--- src/rtl/exception_unit_pkg.sv ---
// rtl/exception_unit_pkg.sv - shared mcause codes and helpers for the exception unit
//
// Purpose: one place for the machine-mode trap cause codes and the word
// alignment test used by the synchronous-exception prioritiser.
// Ports: none (package).
package exception_unit_pkg;

  localparam int XLEN = 32;

  localparam logic [XLEN-1:0] MCAUSE_INSTR_MISALIGN     = 32'd0;
  localparam logic [XLEN-1:0] MCAUSE_ILLEGAL_INSTR      = 32'd2;
  localparam logic [XLEN-1:0] MCAUSE_BREAKPOINT         = 32'd3;
  localparam logic [XLEN-1:0] MCAUSE_LOAD_MISALIGN      = 32'd4;
  localparam logic [XLEN-1:0] MCAUSE_LOAD_ACCESS_FAULT  = 32'd5;
  localparam logic [XLEN-1:0] MCAUSE_STORE_MISALIGN     = 32'd6;
  localparam logic [XLEN-1:0] MCAUSE_STORE_ACCESS_FAULT = 32'd7;
  localparam logic [XLEN-1:0] MCAUSE_ECALL_M_MODE       = 32'd11;

  // There is no access-size input, so any nonzero byte offset within a
  // word counts as misaligned.
  function automatic logic word_misaligned(input logic [1:0] low_bits);
    return low_bits != 2'b00;
  endfunction

endpackage

--- src/rtl/exception_unit.sv ---
// rtl/exception_unit.sv - synchronous exception detector and prioritiser
//
// Purpose: finds the single highest-priority synchronous exception for the
// current instruction and reports its mcause/mtval, both combinationally
// (same cycle) and through one register stage for the trap sequencer.
// Ports:
//   clk, rst_n                 core clock, synchronous active-low reset
//   pc, instruction            current instruction address and word
//   mem_addr                   effective load/store address
//   mem_read, mem_write        data access in progress
//   bus_error                  bus error on the current data access
//   illegal_instr, ecall, ebreak  decoder flags
//   exception_taken/cause/val  combinational result (cause/val 0 when none)
//   exc_valid_q/cause_q/val_q  registered copy, cleared by reset
module exception_unit
  import exception_unit_pkg::*;
(
  input  logic            clk,
  input  logic            rst_n,
  input  logic [XLEN-1:0] pc,
  input  logic [XLEN-1:0] instruction,
  input  logic [XLEN-1:0] mem_addr,
  input  logic            mem_read,
  input  logic            mem_write,
  input  logic            bus_error,
  input  logic            illegal_instr,
  input  logic            ecall,
  input  logic            ebreak,
  output logic            exception_taken,
  output logic [XLEN-1:0] exception_cause,
  output logic [XLEN-1:0] exception_val,
  output logic            exc_valid_q,
  output logic [XLEN-1:0] exc_cause_q,
  output logic [XLEN-1:0] exc_val_q
);

  logic            exc_valid_d;
  logic [XLEN-1:0] exc_cause_d;
  logic [XLEN-1:0] exc_val_d;

  // Fixed priority, first match wins. Load checks precede store checks so
  // a cycle with both mem_read and mem_write reports the load fault. A bus
  // error with no data access in flight falls through and is ignored.
  always_comb begin
    exc_valid_d = 1'b1;
    exc_cause_d = '0;
    exc_val_d   = '0;
    if (word_misaligned(pc[1:0])) begin
      exc_cause_d = MCAUSE_INSTR_MISALIGN;
      exc_val_d   = pc;
    end else if (illegal_instr) begin
      exc_cause_d = MCAUSE_ILLEGAL_INSTR;
      exc_val_d   = instruction;
    end else if (ebreak) begin
      exc_cause_d = MCAUSE_BREAKPOINT;
      exc_val_d   = pc;
    end else if (mem_read && word_misaligned(mem_addr[1:0])) begin
      exc_cause_d = MCAUSE_LOAD_MISALIGN;
      exc_val_d   = mem_addr;
    end else if (mem_read && bus_error) begin
      exc_cause_d = MCAUSE_LOAD_ACCESS_FAULT;
      exc_val_d   = mem_addr;
    end else if (mem_write && word_misaligned(mem_addr[1:0])) begin
      exc_cause_d = MCAUSE_STORE_MISALIGN;
      exc_val_d   = mem_addr;
    end else if (mem_write && bus_error) begin
      exc_cause_d = MCAUSE_STORE_ACCESS_FAULT;
      exc_val_d   = mem_addr;
    end else if (ecall) begin
      exc_cause_d = MCAUSE_ECALL_M_MODE;
      exc_val_d   = '0;
    end else begin
      exc_valid_d = 1'b0;
    end
  end

  assign exception_taken = exc_valid_d;
  assign exception_cause = exc_cause_d;
  assign exception_val   = exc_val_d;

  always_ff @(posedge clk) begin
    if (!rst_n) begin
      exc_valid_q <= 1'b0;
      exc_cause_q <= '0;
      exc_val_q   <= '0;
    end else begin
      exc_valid_q <= exc_valid_d;
      exc_cause_q <= exc_cause_d;
      exc_val_q   <= exc_val_d;
    end
  end

endmodule

--- config.mk ---
export PLATFORM = sky130hd
export DESIGN_NAME = exception_unit
export DESIGN_NICKNAME = d
export VERILOG_FILES = /design/src/rtl/exception_unit_pkg.sv /design/src/rtl/exception_unit.sv
export SDC_FILE = /design/constraint.sdc
export NUM_CORES = 1
export LEC_CHECK = 0
export ABC_AREA = 1
export BUFFER_PORTS_ARGS = -buffer_cell sky130_fd_sc_hd__buf_4
export CAP_MARGIN = 25
export CORE_ASPECT_RATIO = 1.4
export CORE_MARGIN = 4
export CORE_UTILIZATION = 40
export CTS_BUF_LIST = sky130_fd_sc_hd__clkbuf_2 sky130_fd_sc_hd__clkbuf_4 sky130_fd_sc_hd__clkbuf_8
export DETAILED_ROUTE_END_ITERATION = 7
export GPL_TIMING_DRIVEN = 0
export PLACE_DENSITY = 0.82
export SLEW_MARGIN = 20
export SYNTH_ARGS = -nofsm -noshare
export SYNTH_HDL_FRONTEND = slang
export SYNTH_SLANG_ARGS = --single-unit
--- constraint.sdc ---
create_clock -name clk -period 0.9 [get_ports clk]
set_input_delay 0.09 -clock clk [delete_from_list [all_inputs] [get_ports clk]]
set_output_delay 0.09 -clock clk [all_outputs]
set_load 0.05 [all_outputs]
Word level (Yosys, flattened, before mapping) --
Index checks and enable logic that the tools add are counted.
Storage, ports and cells: bits in registers 65, bits of input ports 104, output and inout bits 130, logic and storage cells 32
Cells by class: muxes and demuxes 23, reduce and logical (&&, ||, !) cells 6
Operators by type and width (count):
- 32-bit two-way mux | 7
- 4-bit two-way mux | 8
- 1-bit two-way mux | 8
- 1-bit logical AND | 4
- 2-bit nonzero test | 2

Logic depth before layout (Yosys ltp) --
depth in word-level cells 8, mapped depth 8, gate-level depth less buffers 8

Worst setup path before layout --
No wires, ideal clock.
kind in2out, from input mem_addr[1], to output exception_cause[3], arrival time 1245 ps, data required time 810 ps, slack -435 ps, cell stages on the path 6, buffers on the path 1, cells stage by stage nor2_1 -> nand2_2 -> buf_6 -> o21ai_0 -> nand2_1 -> nor2_1
On the way: word-level cells in the longest chain between the ends 8, elaborated cells on any way between the ends 9, classes of those cells mux: 6; reduce/logical: 3
RTL lines:
- from (decl) | RTL line exception_unit.sv:22 | input logic [XLEN-1:0] mem_addr,
- 2-bit nonzero test * | RTL line exception_unit_pkg.sv:22 | return low_bits != 2'b00;
- 1-bit logical AND | RTL line exception_unit.sv:63 | end else if (mem_write && word_misaligned(mem_addr[1:0])) begin
- 4-bit two-way mux | RTL line exception_unit.sv:63
- 4-bit two-way mux | RTL line exception_unit.sv:60 | end else if (mem_read && bus_error) begin
- 4-bit two-way mux * | RTL line exception_unit.sv:57 | end else if (mem_read && word_misaligned(mem_addr[1:0])) begin
- 4-bit two-way mux * | RTL line exception_unit.sv:54 | end else if (ebreak) begin
- 4-bit two-way mux * | RTL line exception_unit.sv:51 | end else if (illegal_instr) begin
- 4-bit two-way mux * | RTL line exception_unit.sv:48 | if (word_misaligned(pc[1:0])) begin
- to (decl) | RTL line exception_unit.sv:30 | output logic [XLEN-1:0] exception_cause,
Every way passes the cells marked *; elsewhere a longest branch is shown, timed or not.

Final worst setup path --
from input mem_read, to output exception_val[20]
On the way: word-level cells in the longest chain between the ends 6, elaborated cells on any way between the ends 7, classes of those cells mux: 5; reduce/logical: 2
RTL lines:
- from (decl) | RTL line exception_unit.sv:23 | input logic mem_read,
- 1-bit logical AND | RTL line exception_unit.sv:60
- 32-bit two-way mux | RTL line exception_unit.sv:60
- 32-bit two-way mux * | RTL line exception_unit.sv:57
- 32-bit two-way mux * | RTL line exception_unit.sv:54
- 32-bit two-way mux * | RTL line exception_unit.sv:51
- 32-bit two-way mux * | RTL line exception_unit.sv:48
- to (decl) | RTL line exception_unit.sv:31 | output logic [XLEN-1:0] exception_val,
Marked as above.

==> impl_metrics.json <==
{
  "synth.top_cells.by_count": "nand2_1, nor2_1, buf_4",
  "ant_nets": 0,
  "cp.required_ns": 0.81,
  "drc": 0,
  "die_height_um": 108,
  "synth_top_flop_cell": "dfxtp_1",
  "cp-startpoint": "mem_read",
  "cp_top_family": "buffers and inverters",
  "layout-drive-gt1-share": 0.708,
  "syn-instance-count": 450,
  "yosysSeqAreaShare": 0.260,
  "port_buffers": 177,
  "synth_top_area_share": 0.260,
  "grt_pass1_vias": 4378,
  "netlist.top_cell.by_area": "dfxtp_1",
  "hold_start": "pc[23]",
  "synth_warnings": 0,
  "power_uw": 7350,
  "drt_iter0_markers": 334,
  "asyncSetResetFlopFracSynth": 0,
  "htreeDepth": 2,
  "syn_area_per_cell_um2": 6.33,
  "start_kind": "primary input",
  "synth_area_leaders": "dfxtp_1, nand2_1, buf_4, nor2_1, a21oi_2",
  "failed_checks": "setup timing",
  "cts.clk_slew.worst_paths_ns": 0.09,
  "ios": 234,
  "worst-path-max-fanout": 7,
  "max_stage_delay_ns": 0.15,
  "rsz0062_at_grt": "true",
  "fin_nets": 837,
  "crit_type": "primary input to primary output",
  "pwr_density_cell_nw_per_um2": 1190,
  "drt-pass1-iter-count": 5,
  "path_buf_inv": 4,
  "die_w_um": 79.3,
  "vias": 4290,
  "start_util": 0.410,
  "cap_violations": 0,
  "pre_cts_ws_ns": -0.415,
  "status": "complete, but fails checks",
  "synth_edf_count": 0,
  "cts_tree": "yes",
  "vdd_drop_max_mv": 0.784,
  "area_delta_synth_final_pct": 118,
  "cts-buffers-inserted": 5,
  "detail_route.wl_per_cell_um": 19.4,
  "fin_ws_ns": -0.324,
  "yosysMostFrequentCell": "nand2_1",
  "clk_path_buf_depth": 2,
  "grt_pass1_wl_um": 20400,
  "period_minus_slack_ns": 1.22,
  "synth_cell_types": 22,
  "synthesis.area_um2": 2850,
  "total_leakage_power_uw": 0.00312,
  "crit_path_end_kind": "primary output",
  "holdCritPathClass": "primary input to flip-flop",
  "design.die.area_um2": 8550,
  "viasPerCell": 5.18,
  "tns_ns": -10.51,
  "antenna_cells": 0,
  "grt_overflow": 0,
  "setup_viol": 52,
  "rows": 36,
  "final.period_utilization": 1.36,
  "hold_viol_final": 0,
  "fmax_ghz": 0.817,
  "core_area_um2": 6940,
  "cts_hold_buf": 0,
  "dpl.hpwl_um": 9260,
  "crit_arrival_ns": 1.13,
  "root_buffer": "clkbuf_8",
  "cp_slowest_cell": "buf_8",
  "maxSlewViolCount": 0,
  "track_usage": 0.309,
  "numClockSinks": 37,
  "grt_max_degree": 11,
  "path_cells": "buf_8 -> nor2_4 -> nor2_4 -> buf_12 -> buf_8 -> nand3_1 -> nand2_1 -> nand2_2 -> nand2_4 -> buf_8",
  "synth_seq_cells": 37,
  "path_common_cell": "buf_8",
  "grt_antenna_before_repair": 0,
  "gp_congestion": 0.870,
  "routed_wl_um": 16100
}
==> final cells by class <==
cell class | count | area, µm²
multi-input combinational | 372 | 2290
timing repair buffer | 221 | 2190
sequential | 37 | 774
fill | 315 | 743
buffer | 80 | 654
tap | 95 | 119
clock buffer | 7 | 90.1
inverter | 16 | 75.1
==> kinds of logic (layout without fill, tap and decap cells) <==
logic type / count (synthesis) / count (layout) / synth area share
simple gates: 247 / 247 / 0.361
buf+inv: 96 / 324 / 0.222
compound gates: 69 / 69 / 0.156
flops: 37 / 37 / 0.260
other cells: 1 / 56 / 0.00132
==> worst min-delay path, stage by stage <==
cell,delay (ns)
buf_4,0.12
nand2_2,0.10
a21oi_2,0.06
==> where the power goes <==
group / leakage (µW) / internal (µW) / switching (µW)
clock: 0.0000477 / 640 / 686
combinational: 0.00276 / 1610 / 2600
sequential: 0.000315 / 1760 / 61.3
==> timing repair <==
item | CTS | global route
endpoints found under the hold margin | 0 | 0
cloned | 2 | 2
buffers inserted | 22 | 18
pin swaps | 23 | 32
resized for setup | 207 | 101
endpoints found under the setup margin | 59 | 73
==> state kept, by name, summed over array words and instances (netlist names) <==
name and count:
exc_val_q 32, exc_valid_q 1, exc_cause_q 4
==> routing by layer <==
metal,up-vias,share of wire,track usage,wire (µm)
li1,1877,-,-,-
met4,0,0.077,0.220,1240
met2,335,0.51,0.566,8280
met3,109,0.080,0.0720,1290
met5,-,0,0,0
met1,1969,0.33,0.296,5280
==> path summary, 6_finish.rpt <==
kind,endpoint,slack [ns],depth (start not counted)
worst max-delay path,exception_val[20],-0.32,10
worst min-delay path,exc_val_q[23],0.09,3
==> through the flow <==
step	instances	instance area [µm²]	hold slack [ns]	util
final	828	6190	0.0944	0.893
after global placement	777	4770	0.410	0.688
after detailed placement	777	4770	0.417	0.688
after global routing	828	6190	0.0999	0.893
after floorplan	505	3320	0.274	-
after CTS	808	5730	0.0908	0.827
==> placed cells by master, fill, tap and decap left out <==
cell type	instances
buf_4	193
nand2_2	60
conb_1	56
buf_8	52
nand2_1	48
buf_6	44
nor2_1	40
nand2_4	33
a21oi_1	31
a21oi_2	29
dfxtp_2	27
nor2_2	22
nand3_2	17
nand3_1	13
nor2_4	10
dfxtp_1	10
inv_1	7
clkbuf_8	7
buf_2	5
inv_2	4
o21ai_1	4
clkbuf_2	3
inv_4	3
clkinvlp_4	2
nand3_4	2
o21ai_0	2
nor3_1	2
buf_12	2
o21ai_2	1
o21ai_4	1
a31oi_1	1
clkbuf_4	1
buf_16	1
(Power assumes the default switching activity.)
